--- config.mk ---
export PLATFORM = sky130hd
export DESIGN_NAME = syscall_output_queue
export DESIGN_NICKNAME = d
export VERILOG_FILES = /design/src/rtl/syscall_output_queue_pkg.sv /design/src/rtl/syscall_word_fifo.sv /design/src/rtl/syscall_output_queue.sv
export SDC_FILE = /design/constraint.sdc
export NUM_CORES = 1
export LEC_CHECK = 0
export CELL_PAD_IN_SITES_DETAIL_PLACEMENT = 0
export CELL_PAD_IN_SITES_GLOBAL_PLACEMENT = 1
export CORE_ASPECT_RATIO = 1.2
export CORE_MARGIN = 3
export CORE_UTILIZATION = 40
export CTS_CLUSTER_SIZE = 12
export DETAILED_ROUTE_END_ITERATION = 10
export PLACE_DENSITY = 0.63
export RECOVER_POWER = 50
export REMOVE_ABC_BUFFERS = 1
export SYNTH_ARGS = -nofsm -noshare
export SYNTH_HDL_FRONTEND = slang
export SYNTH_SLANG_ARGS = --single-unit
--- constraint.sdc ---
create_clock -name clk -period 6.3 [get_ports clk]
set_input_delay 0.945 -clock clk [delete_from_list [all_inputs] [get_ports clk]]
set_output_delay 0.945 -clock clk [all_outputs]
set_load 0.03 [all_outputs]
--- src/rtl/syscall_output_queue_pkg.sv ---
// Shared types and constants for the syscall output queue and its word FIFO.
// The optional SYSCALL_OUTPUT_QUEUE_STATS_EN build uses DROP_COUNT_MAX.
package syscall_output_queue_pkg;

    typedef enum logic {IDLE, SEND} state_t;

    localparam int BYTE_BITS = 8;

    localparam logic [15:0] DROP_COUNT_MAX = 16'hFFFF;

endpackage

--- src/rtl/syscall_word_fifo.sv ---
// Word FIFO between the syscall capture and the byte serializer.
// Pointers carry an extra wrap bit so that full and empty can be told apart.
module syscall_word_fifo #(
    parameter int BITS  = 32,
    parameter int DEPTH = 8
) (
    input  logic                   clk,
    input  logic                   reset,
    input  logic                   push,
    input  logic [BITS-1:0]        pushData,
    input  logic                   pop,
    output logic [BITS-1:0]        headData,
    output logic                   full,
    output logic                   empty,
    output logic [$clog2(DEPTH):0] count,
    output logic                   rejected
);

    localparam int AW = $clog2(DEPTH);

    logic [AW:0]     wrPtr_q, wrPtr_d;
    logic [AW:0]     rdPtr_q, rdPtr_d;
    logic [BITS-1:0] mem_q [DEPTH];
    logic            popAccept;
    logic            pushAccept;

    assign full     = (wrPtr_q[AW-1:0] == rdPtr_q[AW-1:0]) && (wrPtr_q[AW] != rdPtr_q[AW]);
    assign empty    = (wrPtr_q == rdPtr_q);
    assign count    = wrPtr_q - rdPtr_q;
    assign headData = mem_q[rdPtr_q[AW-1:0]];

    // A pop on the same edge frees the head slot, so a full queue can still take the word.
    assign popAccept  = pop && !empty;
    assign pushAccept = push && (!full || popAccept);
    assign rejected   = push && !pushAccept;

    assign wrPtr_d = pushAccept ? wrPtr_q + 1'b1 : wrPtr_q;
    assign rdPtr_d = popAccept  ? rdPtr_q + 1'b1 : rdPtr_q;

    always_ff @(posedge clk or posedge reset) begin
        if (reset) begin
            wrPtr_q <= '0;
            rdPtr_q <= '0;
        end else begin
            wrPtr_q <= wrPtr_d;
            rdPtr_q <= rdPtr_d;
        end
    end

    always_ff @(posedge clk) begin
        if (pushAccept) begin
            mem_q[wrPtr_q[AW-1:0]] <= pushData;
        end
    end

endmodule

--- src/rtl/syscall_output_queue.sv ---
// Buffers syscall words and serializes them MSB-first onto a valid/ready byte stream.
// Define SYSCALL_OUTPUT_QUEUE_STATS_EN to add the saturating droppedCount output.
module syscall_output_queue
    import syscall_output_queue_pkg::*;
#(
    parameter int BITS  = 32,
    parameter int DEPTH = 8
) (
    input  logic                   clk,
    input  logic                   reset,
    input  logic                   push,
    input  logic [BITS-1:0]        pushData,
    output logic [7:0]             byteOut,
    output logic                   byteValid,
    input  logic                   byteReady,
    output logic                   full,
    output logic                   empty,
    output logic [$clog2(DEPTH):0] count,
    output logic                   dropped
`ifdef SYSCALL_OUTPUT_QUEUE_STATS_EN
    ,
    output logic [15:0]            droppedCount
`endif
);

    localparam int NBYTES = BITS / BYTE_BITS;
    localparam int IW     = (NBYTES > 1) ? $clog2(NBYTES) : 1;
    localparam logic [IW-1:0] LAST_IDX = IW'(NBYTES - 1);

    state_t          state_q, state_d;
    logic [BITS-1:0] shift_q, shift_d;
    logic [IW-1:0]   idx_q, idx_d;
    logic            pop;
    logic [BITS-1:0] headData;
    logic            rejected;
    logic            dropped_q;

    syscall_word_fifo #(
        .BITS  (BITS),
        .DEPTH (DEPTH)
    ) u_fifo (
        .clk      (clk),
        .reset    (reset),
        .push     (push),
        .pushData (pushData),
        .pop      (pop),
        .headData (headData),
        .full     (full),
        .empty    (empty),
        .count    (count),
        .rejected (rejected)
    );

    always_ff @(posedge clk or posedge reset) begin
        if (reset) begin
            state_q   <= IDLE;
            shift_q   <= '0;
            idx_q     <= '0;
            dropped_q <= 1'b0;
        end else begin
            state_q   <= state_d;
            shift_q   <= shift_d;
            idx_q     <= idx_d;
            dropped_q <= rejected;
        end
    end

    // On the last accepted byte the next word is reloaded directly, avoiding a bubble.
    always_comb begin
        state_d   = state_q;
        shift_d   = shift_q;
        idx_d     = idx_q;
        pop       = 1'b0;
        byteValid = 1'b0;
        byteOut   = '0;
        case (state_q)
            IDLE: begin
                if (!empty) begin
                    pop     = 1'b1;
                    shift_d = headData;
                    idx_d   = '0;
                    state_d = SEND;
                end
            end
            SEND: begin
                byteValid = 1'b1;
                byteOut   = shift_q[BITS-1 -: BYTE_BITS];
                if (byteReady) begin
                    if (idx_q != LAST_IDX) begin
                        shift_d = shift_q << BYTE_BITS;
                        idx_d   = idx_q + 1'b1;
                    end else if (!empty) begin
                        pop     = 1'b1;
                        shift_d = headData;
                        idx_d   = '0;
                    end else begin
                        state_d = IDLE;
                    end
                end
            end
            default: state_d = IDLE;
        endcase
    end

    assign dropped = dropped_q;

`ifdef SYSCALL_OUTPUT_QUEUE_STATS_EN
    logic [15:0] droppedCount_q;

    always_ff @(posedge clk or posedge reset) begin
        if (reset) begin
            droppedCount_q <= '0;
        end else if (rejected && (droppedCount_q != DROP_COUNT_MAX)) begin
            droppedCount_q <= droppedCount_q + 1'b1;
        end
    end

    assign droppedCount = droppedCount_q;
`endif

endmodule

==> results.yml <==
logic_synthesis:
  ys.flop_type: "edfxtp_1"
  yosys_warnings: 0
  yosysSeqAreaShare: 0.735
  synth_edf_count: 256
  synthArstFlopShare: 0.147
  synthTopCellsByCount: "256 x edfxtp_1, 104 x mux2i_1, 64 x nand2_1, 50 x nand3_1, 48 x a22oi_1"
  syn_avg_cell_area_um2: 16.4
  syn_area_mm2: 0.0120
  netlist-cell-type-count: 40
  synth_top_area_cell: "edfxtp_1"
  synth_seq_cells: 300
  synthMostInstantiatedCell: "edfxtp_1"
  synth_top_area_frac: 0.643
  syn-instance-count: 727
  ys_top_cells_by_area: "edfxtp_1 64%, dfrtp_1 9.2%, mux2i_1 8.7%, a22oi_1 3.0%, mux4_2 3.0%"
power:
  switching_power_w: 0.00201
  leakage_nw: 4.85
  power.density_mw_per_mm2: 449
  max-vdd-ir-drop_mv: 0.270
  p_total_w: 0.00625
  power.internal_w: 0.00424
  switching_share: 0.321
  seqPwrFrac: 0.434
  combPwrFrac: 0.293
  clockPowerShare: 0.272
grt:
  antenna_found_initial: 1
  overflow: 0
  grt_pass1_vias: 6917
  grt_max_degree: 67
  grtUsageTotal: 0.171
  grt_pass1_wl_um: 41600
worst_hold_path:
  hp-start: "shift_q[2]"
  hold_path.class: "register to register"
placed_design:
  portBuffers: 51
  place.gp.congestion: 0.725
  dpl.hpwl_um: 16100
critical_path:
  path_max_fanout: 26
  arrival_ns: 3.37
  critical_path_required_ns: 5.35
  crit_path_end_kind: "primary output"
  startpoint: "u_fifo.rdPtr_q[2]"
  critical_path_class: "register to primary output"
  reg2reg_from: "u_fifo.rdPtr_q[2]"
  crit_path_start_kind: "register"
floorplan:
  die_w_um: 164
  dieArea_mm2: 0.0320
  coreArea_mm2: 0.0291
  start_util: 0.411
  die_h_um: 195
  rows: 68
  ios: 52
clock_tree:
  clk_latency_ns: 0.55
  clk_path_buf_depth: 3
  cts_buffers: 31
  ctsHoldBuffers: 0
  cts_repair_resize_count: 0
  clk_pin_slew_ns: 0.06
  cts_tree: "done"
  clk_root_buffer_cell: "clkbuf_16"
  htreeDepth: 1
  cts_setup_buffers: 0
  clock_sinks: 300
detailed_routing:
  route.detailed.wl_per_inst_um: 22.4
  vias: 6425
  ant_nets: 0
  drc: 0
  wl_um: 26900
  firstDrtPassIters: 4
  drtIter0Drc: 445
  viasPerCell: 5.36
sta:
  slew_headroom: -0.263
  finalSetupViolCount: 0
  tightest_slew_ns: 1.89
  max_freq_mhz: 232
  clock_skew_ns: 0.0101
  hold_violations: 0
  slew_violations: 75
  finalCritPeriodShare: 0.685
  holdWs_ns: 0.488
  rsz0062_at_grt: "false"
  fin_crit_ns: 4.31
finish:
  multi_input_area_mm2: 0.00300
  regArea_mm2: 0.00879
  area_growth_pct: 16.5
  layout.nets: 833
  final_layout_size_suffix_gt1_frac: 0.119
  diodes: 0
  fill_cells: 2494
flow_run:
  max_cap_viol_count: 2
outcome:
  violations: "capacitance limit, slew limit"
  status: "finished with violations"
## through the flow
stage / setup TNS [ns] / cell area [um2] / utilization / setup slack, ns / std cells
floorplan: -42.71 / 11800 / - / -0.948 / 685
global placement: 0 / 13000 / 0.447 / 2.55 / 1142
detailed placement: 0 / 13000 / 0.447 / 2.52 / 1142
CTS: 0 / 13900 / 0.479 / 1.90 / 1199
global route: 0 / 13900 / 0.479 / 1.76 / 1199
finish: 0 / 13900 / 0.479 / 1.99 / 1199
## registers in the layout (all words and copies together) (netlist names)
name            count
shift_q            32
u_fifo.wrPtr_q      4
u_fifo.rdPtr_q      4
idx_q               2
u_fifo.mem_q      256
state_q             1
dropped             1
## critical path, cell delays in order, from the launching register on
cell and delay, ns:
dfrtp_1 1.08, inv_1 0.11, ha_1 0.39, nand3_1 0.26, nor2_1 0.26, clkdlybuf4s50_1 0.72
## layout make-up
type                       instances  share of cell area
clock buffer                      50              0.0637
timing repair buffer              72              0.0477
tap                              385              0.0346
sequential                       300               0.632
multi-input combinational        376               0.216
inverter                           9             0.00243
clock inverter                     7             0.00431
## cell usage in the layout (no fill, tap or decap), drive strengths merged, types with 6 or more instances in the layout
cell type and instances:
clkdlybuf4s50 17, dlygate4sd3 34, clkbuf 51, nand3 50
edfxtp 256, mux4 16, nand4 24, o21ai 10
buf 20, nor2b 6, nand2 64, nor2 8
and2 10, xnor2 6, mux2i 104, a22oi 48
ha 6, dfrtp 44, inv 9
## power groups by stage
| stage | logic (W) | registers [W] | clock network (W) |
|---|---|---|---|
| after floorplan | 0.00115 | 0.00284 | 0 |
| final | 0.00183 | 0.00271 | 0.00170 |
| after CTS | 0.00188 | 0.00272 | 0.00175 |
| after detailed placement | 0.00188 | 0.00276 | 0 |
| after global placement | 0.00185 | 0.00274 | 0 |
| after global routing | 0.00200 | 0.00275 | 0.00183 |
## cell families (layout without fill, tap and decap cells)
kind of cell,after synthesis,count (layout),share of synthesized area
AO/OA/AOI/OAI,66,66,0.0423
XOR/XNOR,10,10,0.00858
adder cells (fa/ha/maj),7,7,0.00795
buffers and inverters,51,138,0.0182
flip-flops,300,300,0.735
multiplexers,121,121,0.118
AND/OR/NAND/NOR,172,172,0.0698
## per-layer routing
| layer | track usage | share of wire |
|---|---|---|
| met5 | 0 | 0 |
| met4 | 0.0508 | 0.023 |
| met3 | 0.0231 | 0.035 |
| met2 | 0.308 | 0.53 |
| met1 | 0.214 | 0.41 |
## final timing paths
kind                                     end  cells past startpoint  slack, ns
max                                    empty                      5       1.99
min                               shift_q[2]                      2       0.49
max reg2reg                      shift_q[21]                      7       2.36
min reg2reg                       shift_q[2]                      2       0.49
max in group asynchronous  u_fifo.rdPtr_q[1]                      2       3.50
min in group asynchronous        shift_q[25]                      2       1.46
(Power assumes the default switching activity.)
